===== config.mk =====
export PLATFORM = sky130hd
export DESIGN_NAME = mult_datapath
export DESIGN_NICKNAME = d
export VERILOG_FILES = /design/src/rtl/mult_pkg.sv /design/src/rtl/add_sub_unit.sv /design/src/rtl/mult_datapath.sv
export SDC_FILE = /design/constraint.sdc
export NUM_CORES = 1
export LEC_CHECK = 0
export CORE_AREA = 8 8 50 82
export CTS_BUF_LIST = sky130_fd_sc_hd__clkbuf_4
export DETAILED_ROUTE_END_ITERATION = 8
export DIE_AREA = 0 0 58 90
export GPL_ROUTABILITY_DRIVEN = 0
export MAX_ROUTING_LAYER = met4
export PLACE_DENSITY = 0.83
export SYNTH_ARGS = -nofsm -noshare
export SYNTH_HDL_FRONTEND = slang
export SYNTH_HIERARCHICAL = 1
export SYNTH_SLANG_ARGS = --single-unit

===== constraint.sdc =====
create_clock -name Clk -period 9.4 [get_ports Clk]
set_input_delay 1.41 -clock Clk [delete_from_list [all_inputs] [get_ports Clk]]
set_output_delay 1.41 -clock Clk [all_outputs]
set_load 0.01 [all_outputs]

===== src/rtl/mult_pkg.sv =====
`default_nettype none
// ============================================================================
// Package  : mult_pkg
// Brief    : Shared width, operation encoding and strobe priority decode for
//            the signed shift-add multiplier datapath.
// Revision : 1.0 - initial release
// ============================================================================
package mult_pkg;

  localparam int MULT_WIDTH = 8;

  typedef enum logic [2:0] {
    OP_NONE  = 3'd0,
    OP_LOAD  = 3'd1,
    OP_CLR   = 3'd2,
    OP_ADD   = 3'd3,
    OP_SUB   = 3'd4,
    OP_SHIFT = 3'd5
  } mult_op_t;

  // Strobes that lose priority are simply dropped for the cycle.
  function automatic mult_op_t decode_op(
    input logic load,
    input logic clr,
    input logic add,
    input logic sub,
    input logic shift
  );
    mult_op_t op;
    if (load)       op = OP_LOAD;
    else if (clr)   op = OP_CLR;
    else if (add)   op = OP_ADD;
    else if (sub)   op = OP_SUB;
    else if (shift) op = OP_SHIFT;
    else            op = OP_NONE;
    return op;
  endfunction

endpackage : mult_pkg
`default_nettype wire


===== src/rtl/add_sub_unit.sv =====
`default_nettype none
// ============================================================================
// Module   : add_sub_unit
// Brief    : Ripple-carry adder/subtractor; sub inverts b and injects carry-in.
// Revision : 1.0 - initial release
// ============================================================================
module add_sub_unit #(
  parameter int WIDTH = 9
) (
  input  logic [WIDTH-1:0] a,
  input  logic [WIDTH-1:0] b,
  input  logic             sub,
  output logic [WIDTH-1:0] sum
);

  logic [WIDTH-1:0] w_b_x;
  logic [WIDTH-1:0] w_carry;

  assign w_b_x      = b ^ {WIDTH{sub}};
  assign w_carry[0] = sub;

  // Carry out of the top bit is intentionally never formed.
  for (genvar i = 0; i < WIDTH; i++) begin : g_bit
    assign sum[i] = a[i] ^ w_b_x[i] ^ w_carry[i];
    if (i < WIDTH - 1) begin : g_carry
      assign w_carry[i+1] = (a[i] & w_b_x[i]) | (w_carry[i] & (a[i] ^ w_b_x[i]));
    end
  end

endmodule : add_sub_unit
`default_nettype wire


===== src/rtl/mult_datapath.sv =====
`default_nettype none
// ============================================================================
// Module   : mult_datapath
// Brief    : X/A/B register datapath for the signed shift-add multiplier;
//            {Aval,Bval} holds the signed product once Done rises.
// Revision : 1.0 - initial release
// ============================================================================
module mult_datapath
  import mult_pkg::*;
#(
  parameter int WIDTH = MULT_WIDTH
) (
  input  logic             Clk,
  input  logic             Reset,
  input  logic             ClearA_LoadB,
  input  logic             Clear_A,
  input  logic             Add_En,
  input  logic             Sub_En,
  input  logic             Shift_En,
  input  logic [WIDTH-1:0] Din,
  output logic [WIDTH-1:0] Aval,
  output logic [WIDTH-1:0] Bval,
  output logic             X,
  output logic             M,
  output logic             Done
);

  localparam int                C_CNT_W   = $clog2(WIDTH + 1);
  localparam logic [C_CNT_W-1:0] C_CNT_MAX = C_CNT_W'(WIDTH);

  mult_op_t            op;
  logic [WIDTH:0]      sum;
  logic [WIDTH-1:0]    a_q, a_d;
  logic [WIDTH-1:0]    b_q, b_d;
  logic                x_q, x_d;
  logic [C_CNT_W-1:0]  cnt_q, cnt_d;
  logic                done_q, done_d;

  always_comb begin
    op = decode_op(ClearA_LoadB, Clear_A, Add_En, Sub_En, Shift_En);
  end

  // A and the multiplicand are sign-extended by one bit so X catches the sign.
  add_sub_unit #(
    .WIDTH (WIDTH + 1)
  ) u_add_sub (
    .a   ({a_q[WIDTH-1], a_q}),
    .b   ({Din[WIDTH-1], Din}),
    .sub (op == OP_SUB),
    .sum (sum)
  );

  always_comb begin
    a_d    = a_q;
    b_d    = b_q;
    x_d    = x_q;
    cnt_d  = cnt_q;
    done_d = done_q;
    case (op)
      OP_LOAD: begin
        b_d    = Din;
        a_d    = '0;
        x_d    = 1'b0;
        cnt_d  = '0;
        done_d = 1'b0;
      end
      OP_CLR: begin
        a_d    = '0;
        x_d    = 1'b0;
        cnt_d  = '0;
        done_d = 1'b0;
      end
      OP_ADD, OP_SUB: begin
        {x_d, a_d} = sum;
      end
      OP_SHIFT: begin
        a_d = {x_q, a_q[WIDTH-1:1]};
        b_d = {a_q[0], b_q[WIDTH-1:1]};
        if (cnt_q != C_CNT_MAX) cnt_d = cnt_q + 1'b1;
        if (cnt_d == C_CNT_MAX) done_d = 1'b1;
      end
      default: ;
    endcase
  end

  always_ff @(posedge Clk) begin
    if (Reset) begin
      a_q    <= '0;
      b_q    <= '0;
      x_q    <= 1'b0;
      cnt_q  <= '0;
      done_q <= 1'b0;
    end else begin
      a_q    <= a_d;
      b_q    <= b_d;
      x_q    <= x_d;
      cnt_q  <= cnt_d;
      done_q <= done_d;
    end
  end

  assign Aval = a_q;
  assign Bval = b_q;
  assign X    = x_q;
  assign M    = b_q[0];
  assign Done = done_q;

endmodule : mult_datapath
`default_nettype wire


==> results.tsv, run 1 <==
stage	metric	value	unit
drt	drt-vias-per-instance	5.80	
global_routing	antenna_found_initial	0	
pwr	power_frac_comb	23.0	%
drt	vias	1189	
worst_hold_path	holdCritPathClass	reg -> reg	
setup_path	worst-path-buf-inv	3	
logic_synthesis	seq_area_frac_synth	31.5	%
clock_tree	htreeDepth	1	
setup_path	startpoint	Add_En	
setup_path	crit_fanout	14	
drt	drc	0	
floorplanning	die_w	58	µm
logic_synthesis	synth_top_flop_cell	dfxtp_1	
drt	wl	3260	µm
pwr	total_power	0.187	mW
logic_synthesis	async_flop_share	0	%
setup_path	ff2ff_path_depth	13	
finish	diodes	0	
logic_synthesis	yosysTopAreaCell	dfxtp_1	
clock_tree	post_cts_resized	0	
timing	report.final.slew_viol_count	0	
setup_path	worst-path-stages	16	
logic_synthesis	synth_top_area_share	31.5	%
drt	met1_length	1210	µm
finish	syn_to_final_growth	25.6	%
global_routing	grt_usage	13.6	%
setup_path	worst_r2r_endpoint	X	
setup_path	r2r_start	Aval[0]	
timing	finalSetupViolCount	0	
timing	fin_tns_setup	0	ns
logic_synthesis	synth.avg_cell_area	9.66	µm²
clock_tree	clk_path_buf_depth	2	
clock_tree	ctsHoldBuffers	0	
logic_synthesis	ys_top_cells_by_area	dfxtp_1 31%, fa_1 10%, inv_1 6.2%	
pwr	cellPowerDensity	106	nW/µm²
drt	wl_met3	121	µm
timing	tightest_slew	0.672	ns
setup_path	worst_path_max_delay_cell	clkdlybuf4s50_1	
worst_hold_path	min_from	Done	
pwr	seq_power_share	53.4	%
logic_synthesis	ys_ff_latch	22	
outcome	status	finished, final reports clean	
drt	wl_per_cell	15.9	µm
run	drv_cap	0	
pwr	internal_power	0.134	mW
floorplanning	die_area	5220	µm²
setup_path	crit_chain	clkdlybuf4s50_1, nor4b_2, buf_4, xor2_1, fa_1, inv_1, fa_1, fa_1, fa_1, fa_1, fa_1, fa_1, xnor2_1, xnor2_1, o21ai_0, a21oi_1	
timing	finalCritPeriodShare	61.9	%
clock_tree	cts_setup_buffers	0	
timing	rsz0062_at_grt	no	
clock_tree	clock_sinks	22	
place	dp_hpwl	2650	µm
floorplanning	die_h	90	µm
pwr	total_leakage_power	0.642	nW
global_routing	grt_pass1_vias	1285	
floorplanning	start_util	46.0	%
timing	final.min_clock_period	5.82	ns
place	dpl-instance-area	1730	µm²
logic_synthesis	syn_area	1400	µm²
drt	ant_nets	0	
logic_synthesis	postSynthCellCount	145	
setup_path	crit_path_end	X	
setup_path	required	9.66	ns
setup_path	cp_common_cell	fa_1	
drt	met2_length	1860	µm
pwr	p_sw	0.0526	mW
drt	routed.top_layer	met4	
drt	first_pass_iters	7	
setup_path	arrival	6.08	ns
floorplanning	coreArea	3040	µm²
setup_path	crit_family	adder cells	
setup_path	startpoint_type	primary input	
timing	finalClockSkew	0.00619	ns
timing	timing.slew.headroom	55.1	%
setup_path	max_stage_delay	0.69	ns
logic_synthesis	synthMostInstantiatedCell	inv_1	
setup_path	path_class	in -> reg	
logic_synthesis	netlist_top_cells_count	23 x inv_1, 22 x dfxtp_1, 10 x nor2_1	
clock_tree	numCtsBuffers	3	
pwr	ir_worst_vdd	0.0000895	V
timing	fmaxAchievable	172	MHz
floorplanning	io_pins	34	
drt	drt_first_iter_violations	49	
timing	finalHoldViolCount	0	
clock_tree	cts_tree	done	
global_routing	grt_pass1_wl	5550	µm
clock_tree	path_clk_slew	0.12	ns
floorplanning	rows	27	
clock_tree	clk_latency	0.31	ns
setup_path	regToRegSetupSlack	5.59	ns
logic_synthesis	ys_types	36	
logic_synthesis	synth_edf_count	0	
finish	drive_gt1_share	9.09	%
pwr	switching_share	28.1	%
pwr	pwr-share-clk	23.6	%
finish	nNetsFinal	201	
setup_path	end_kind	register	
logic_synthesis	ys_warn_count	6	
global_routing	overflow	0	
place	port_buffers	33	
global_routing	grt_max_degree	15	
clock_tree	clockRootBuffer	clkbuf_4	
finish	design_area	1760	µm²
logic_synthesis	syn-num-nets	169	
finish	final_util	57.8	%
-- flip-flops by register name, indices dropped and copies added, names as in the netlist --
| register | count |
|---|---|
| Aval | 8 |
| X | 1 |
| cnt_q | 4 |
| Bval | 8 |
| Done | 1 |
-- cells in the final DEF, fill, tap and decap left out, types with 2 or more instances in the layout --
cell,instances
clkdlybuf4s50_1,33
inv_1,23
dfxtp_1,22
nor2_1,10
xnor2_1,9
a222oi_1,8
nand2_1,8
a22oi_1,8
a21oi_1,7
fa_1,7
nor2b_1,4
a2bb2oi_1,4
xor2_1,3
clkbuf_4,3
nor4b_4,2
nor3_2,2
o21ai_0,2
nand3b_1,2
ha_1,2
-- worst reg2reg max path: stages, from the launching register on --
cell and delay [ns]:
dfxtp_1 0.45, mux2_2 0.20, fa_1 0.16, inv_1 0.05, fa_1 0.37, fa_1 0.39, fa_1 0.39, fa_1 0.39
fa_1 0.39, fa_1 0.40, xnor2_1 0.19, xnor2_1 0.13, o21ai_0 0.09, a21oi_1 0.15
-- cell type report --
class / instances / area, µm²
tap: 29 / 36.3
sequential: 22 / 440
inverter: 23 / 86.3
multi-input combinational: 93 / 831
clock buffer: 3 / 22.5
timing repair buffer: 34 / 338
fill: 269 / 1280
clock inverter: 1 / 3.75
-- power groups by stage --
stage               registers (mW)  logic (mW)  clock network [mW]
floorplan                    0.103      0.0229                   0
global placement             0.102      0.0424                   0
detailed placement           0.102      0.0430                   0
CTS                         0.0999      0.0432              0.0467
global route                 0.100      0.0473              0.0497
finish                      0.0999      0.0429              0.0441
-- stage by stage --
step           worst slack, ns  std cells  hold WS, ns
2_1_floorplan             4.01        145        0.487
3_3_place_gp              3.34        201        0.450
3_5_place_dp              3.24        201        0.457
4_1_cts                   3.58        205        0.483
5_1_grt                   3.33        205        0.500
6_report                  3.58        205        0.479
-- per-layer routing --
metal  vias up  GRT usage (%)
li1        567              -
met1       577           11.4
met2        38           24.9
met3         7           3.57
met4         0           8.44
met5         -              -
-- cells by family after synthesis --
| group | count (synthesis) | synth area share (%) |
|---|---|---|
| xor gates and xnor gates | 13 | 8.67 |
| buffers and inverters | 30 | 9.65 |
| adders and majority gates | 9 | 11.8 |
| DFF | 22 | 31.5 |
| and+or+nand+nor | 36 | 18.5 |
| muxes | 2 | 1.52 |
| AOI/OAI and AO/OA | 33 | 18.4 |
-- worst min-delay path by stage --
stage / to / slack [ns] / depth (start not counted)
after floorplan: X / 0.49 / 2
after global placement: Done / 0.45 / 2
after detailed placement: Done / 0.46 / 2
after CTS: Done / 0.48 / 2
after global routing: Done / 0.50 / 2
final: Done / 0.48 / 2
Power figures use the tool's default switching activity.
==> run 2, diff against run 1 <==
==> constraint.sdc (replaced) <==
create_clock -name Clk -period 5.8 [get_ports Clk]
set_input_delay 0.87 -clock Clk [delete_from_list [all_inputs] [get_ports Clk]]
set_output_delay 0.87 -clock Clk [all_outputs]
set_load 0.01 [all_outputs]
==> results.tsv, run 2 (same netlist as run 1, synthesis figures left out) <==
stage	metric	value	unit	change
outcome	status	finished, final reports clean		unchanged
global_routing	grt_pass1_vias	1253		was 1,285
place	place_ws	0.478	ns	was 3.24 ns
clock_tree	cts_setup_buffers	0		unchanged
setup_path	crit_fanout	3		was 14
timing	fin_tns_setup	0	ns	unchanged
drt	first_pass_iters	4		was 7
floorplanning	io_pins	34		unchanged
setup_path	crit_chain	clkdlybuf4s50_1, nor4b_2, xor2_1, fa_1, inv_1, fa_1, fa_1, fa_1, fa_1, fa_1, fa_1, xnor2_1, xnor2_1, o21ai_0, a21oi_1		was clkdlybuf4s50_1, nor4b_2, buf_4, xor2_1, fa_1, inv_1, fa_1, fa_1, fa_1, fa_1, fa_1, fa_1, xnor2_1, xnor2_1, o21ai_0, a21oi_1
finish	nNetsFinal	205		was 201
setup_path	worst_path_max_delay_cell	nor4b_2		was clkdlybuf4s50_1
global_routing	grt_pass1_wl	5530	µm	was 5550 µm
clock_tree	clk_path_buf_depth	2		unchanged
clock_tree	ctsHoldBuffers	0		unchanged
global_routing	grt_usage	13.3	%	was 13.6%
pwr	ir_worst_vdd	0.000118	V	was 0.0000895 V
floorplanning	die_h	90	µm	unchanged
clock_tree	post_cts_resized	0		unchanged
floorplanning	die_area	5220	µm²	unchanged
timing	finalClockSkew	0.00153	ns	was 0.00619 ns
timing	timing.slew.headroom	60.0	%	was 55.1%
global_routing	antenna_found_initial	0		unchanged
setup_path	cp_common_cell	fa_1		unchanged
clock_tree	clk_latency	0.30	ns	was 0.31 ns
timing	tightest_slew	0.599	ns	was 0.672 ns
finish	drive_gt1_share	11.2	%	was 9.09%
drt	wl	3270	µm	was 3260 µm
timing	finalCritPeriodShare	86.5	%	
floorplanning	rows	27		unchanged
timing	rsz0062_at_grt	no		unchanged
finish	final_cell_mix	33 x clkdlybuf4s50_1, 23 x inv_1, 22 x dfxtp_1		unchanged
clock_tree	clockRootBuffer	clkbuf_4		unchanged
finish	syn_to_final_growth	27.4	%	was 25.6%
setup_path	required	6.05	ns	was 9.66 ns
setup_path	startpoint_type	primary input		unchanged
clock_tree	cts_tree	done		unchanged
drt	drt-vias-per-instance	5.71		was 5.80
timing	report.final.slew_viol_count	0		unchanged
clock_tree	numCtsBuffers	3		unchanged
global_routing	overflow	0		unchanged
drt	drc	0		unchanged
setup_path	worst-path-buf-inv	2		was 3
pwr	cellPowerDensity	171	nW/µm²	was 106 nW/µm²
setup_path	path_class	in -> reg		unchanged
place	dp_hpwl	2680	µm	was 2650 µm
setup_path	max_stage_delay	0.48	ns	was 0.69 ns
drt	ant_nets	0		unchanged
worst_hold_path	holdCritPathClass	reg -> reg		unchanged
run	drv_cap	0		unchanged
setup_path	arrival	5.26	ns	was 6.08 ns
setup_path	crit_family	adder cells		unchanged
floorplanning	die_w	58	µm	unchanged
drt	drt_first_iter_violations	57		was 49
drt	vias	1187		was 1,189
timing	finalHoldViolCount	0		unchanged
clock_tree	clock_sinks	22		unchanged
timing	final.min_clock_period	5.02	ns	
pwr	total_leakage_power	0.660	nW	was 0.642 nW
place	port_buffers	33		unchanged
clock_tree	path_clk_slew	0.12	ns	about the same
finish	final_common_cell	clkdlybuf4s50_1		unchanged
setup_path	end_kind	register		unchanged
global_routing	grt_max_degree	14		was 15
floorplanning	start_util	46.0	%	unchanged
floorplanning	coreArea	3040	µm²	unchanged
timing	fmaxAchievable	199	MHz	
finish	diodes	0		unchanged
timing	worst_slack	0.782	ns	was 3.58 ns
timing	finalSetupViolCount	0		unchanged
clock_tree	htreeDepth	1		unchanged
drt	wl_per_cell	15.7	µm	was 15.9 µm
==> run 2: layer usage <==
layer	wire, µm	share of wire, %	global-route usage (%)	vias to the layer above
li1	-	-	-	575
met1	1270	39	12.6	582
met2	1850	57	24.7	24
met3	87	2.7	1.71	6
met4	60	1.8	6.58	0
met5	0	0	-	-
==> run 2: cell type report <==
cell class | instances | area (µm²)
inverters | 23 | 86.3
flip-flops and latches | 22 | 440
clock buffers | 3 | 22.5
fillers | 259 | 1260
well taps | 29 | 36.3
multi-input cells | 93 | 831
repair buffers | 38 | 368
==> run 2: report_power, final <==
group	switching, mW	internal [mW]
clock network	0.0461	0.0242
logic	0.0348	0.0379
registers	0.00506	0.157
total	0.0860	0.219
==> run 2: metrics by stage <==
step           util [%]  hold slack (ns)  instance area, µm²  total power [mW]  cells
3_3_place_gp       57.9            0.451                1760             0.236    205
3_5_place_dp       57.9            0.474                1760             0.238    205
4_1_cts            58.7            0.501                1780             0.307    208
2_1_floorplan         -            0.487                1400             0.204    145
6_report           58.7            0.499                1780             0.305    208
5_1_grt            58.7            0.519                1780             0.319    208
==> run 2: path summary, 6_finish.rpt <==
| kind | startpoint | end | slack [ns] | cells after the start |
|---|---|---|---|---|
| worst max-delay path | Add_En | X | 0.78 | 15 |
| worst min-delay path | X | X | 0.50 | 2 |
| worst max register to register | Aval[0] | X | 1.92 | 13 |
| worst min register to register | X | X | 0.50 | 2 |
==> run 2: worst reg2reg max path: stages, from the launching register on <==
cell and delay, ns:
dfxtp_1 0.44, mux2_2 0.20, fa_1 0.18, inv_1 0.05
fa_1 0.39, fa_1 0.40, fa_1 0.39, fa_1 0.39
fa_1 0.39, fa_1 0.39, xnor2_1 0.21, xnor2_1 0.15
o21ai_0 0.10, a21oi_1 0.14
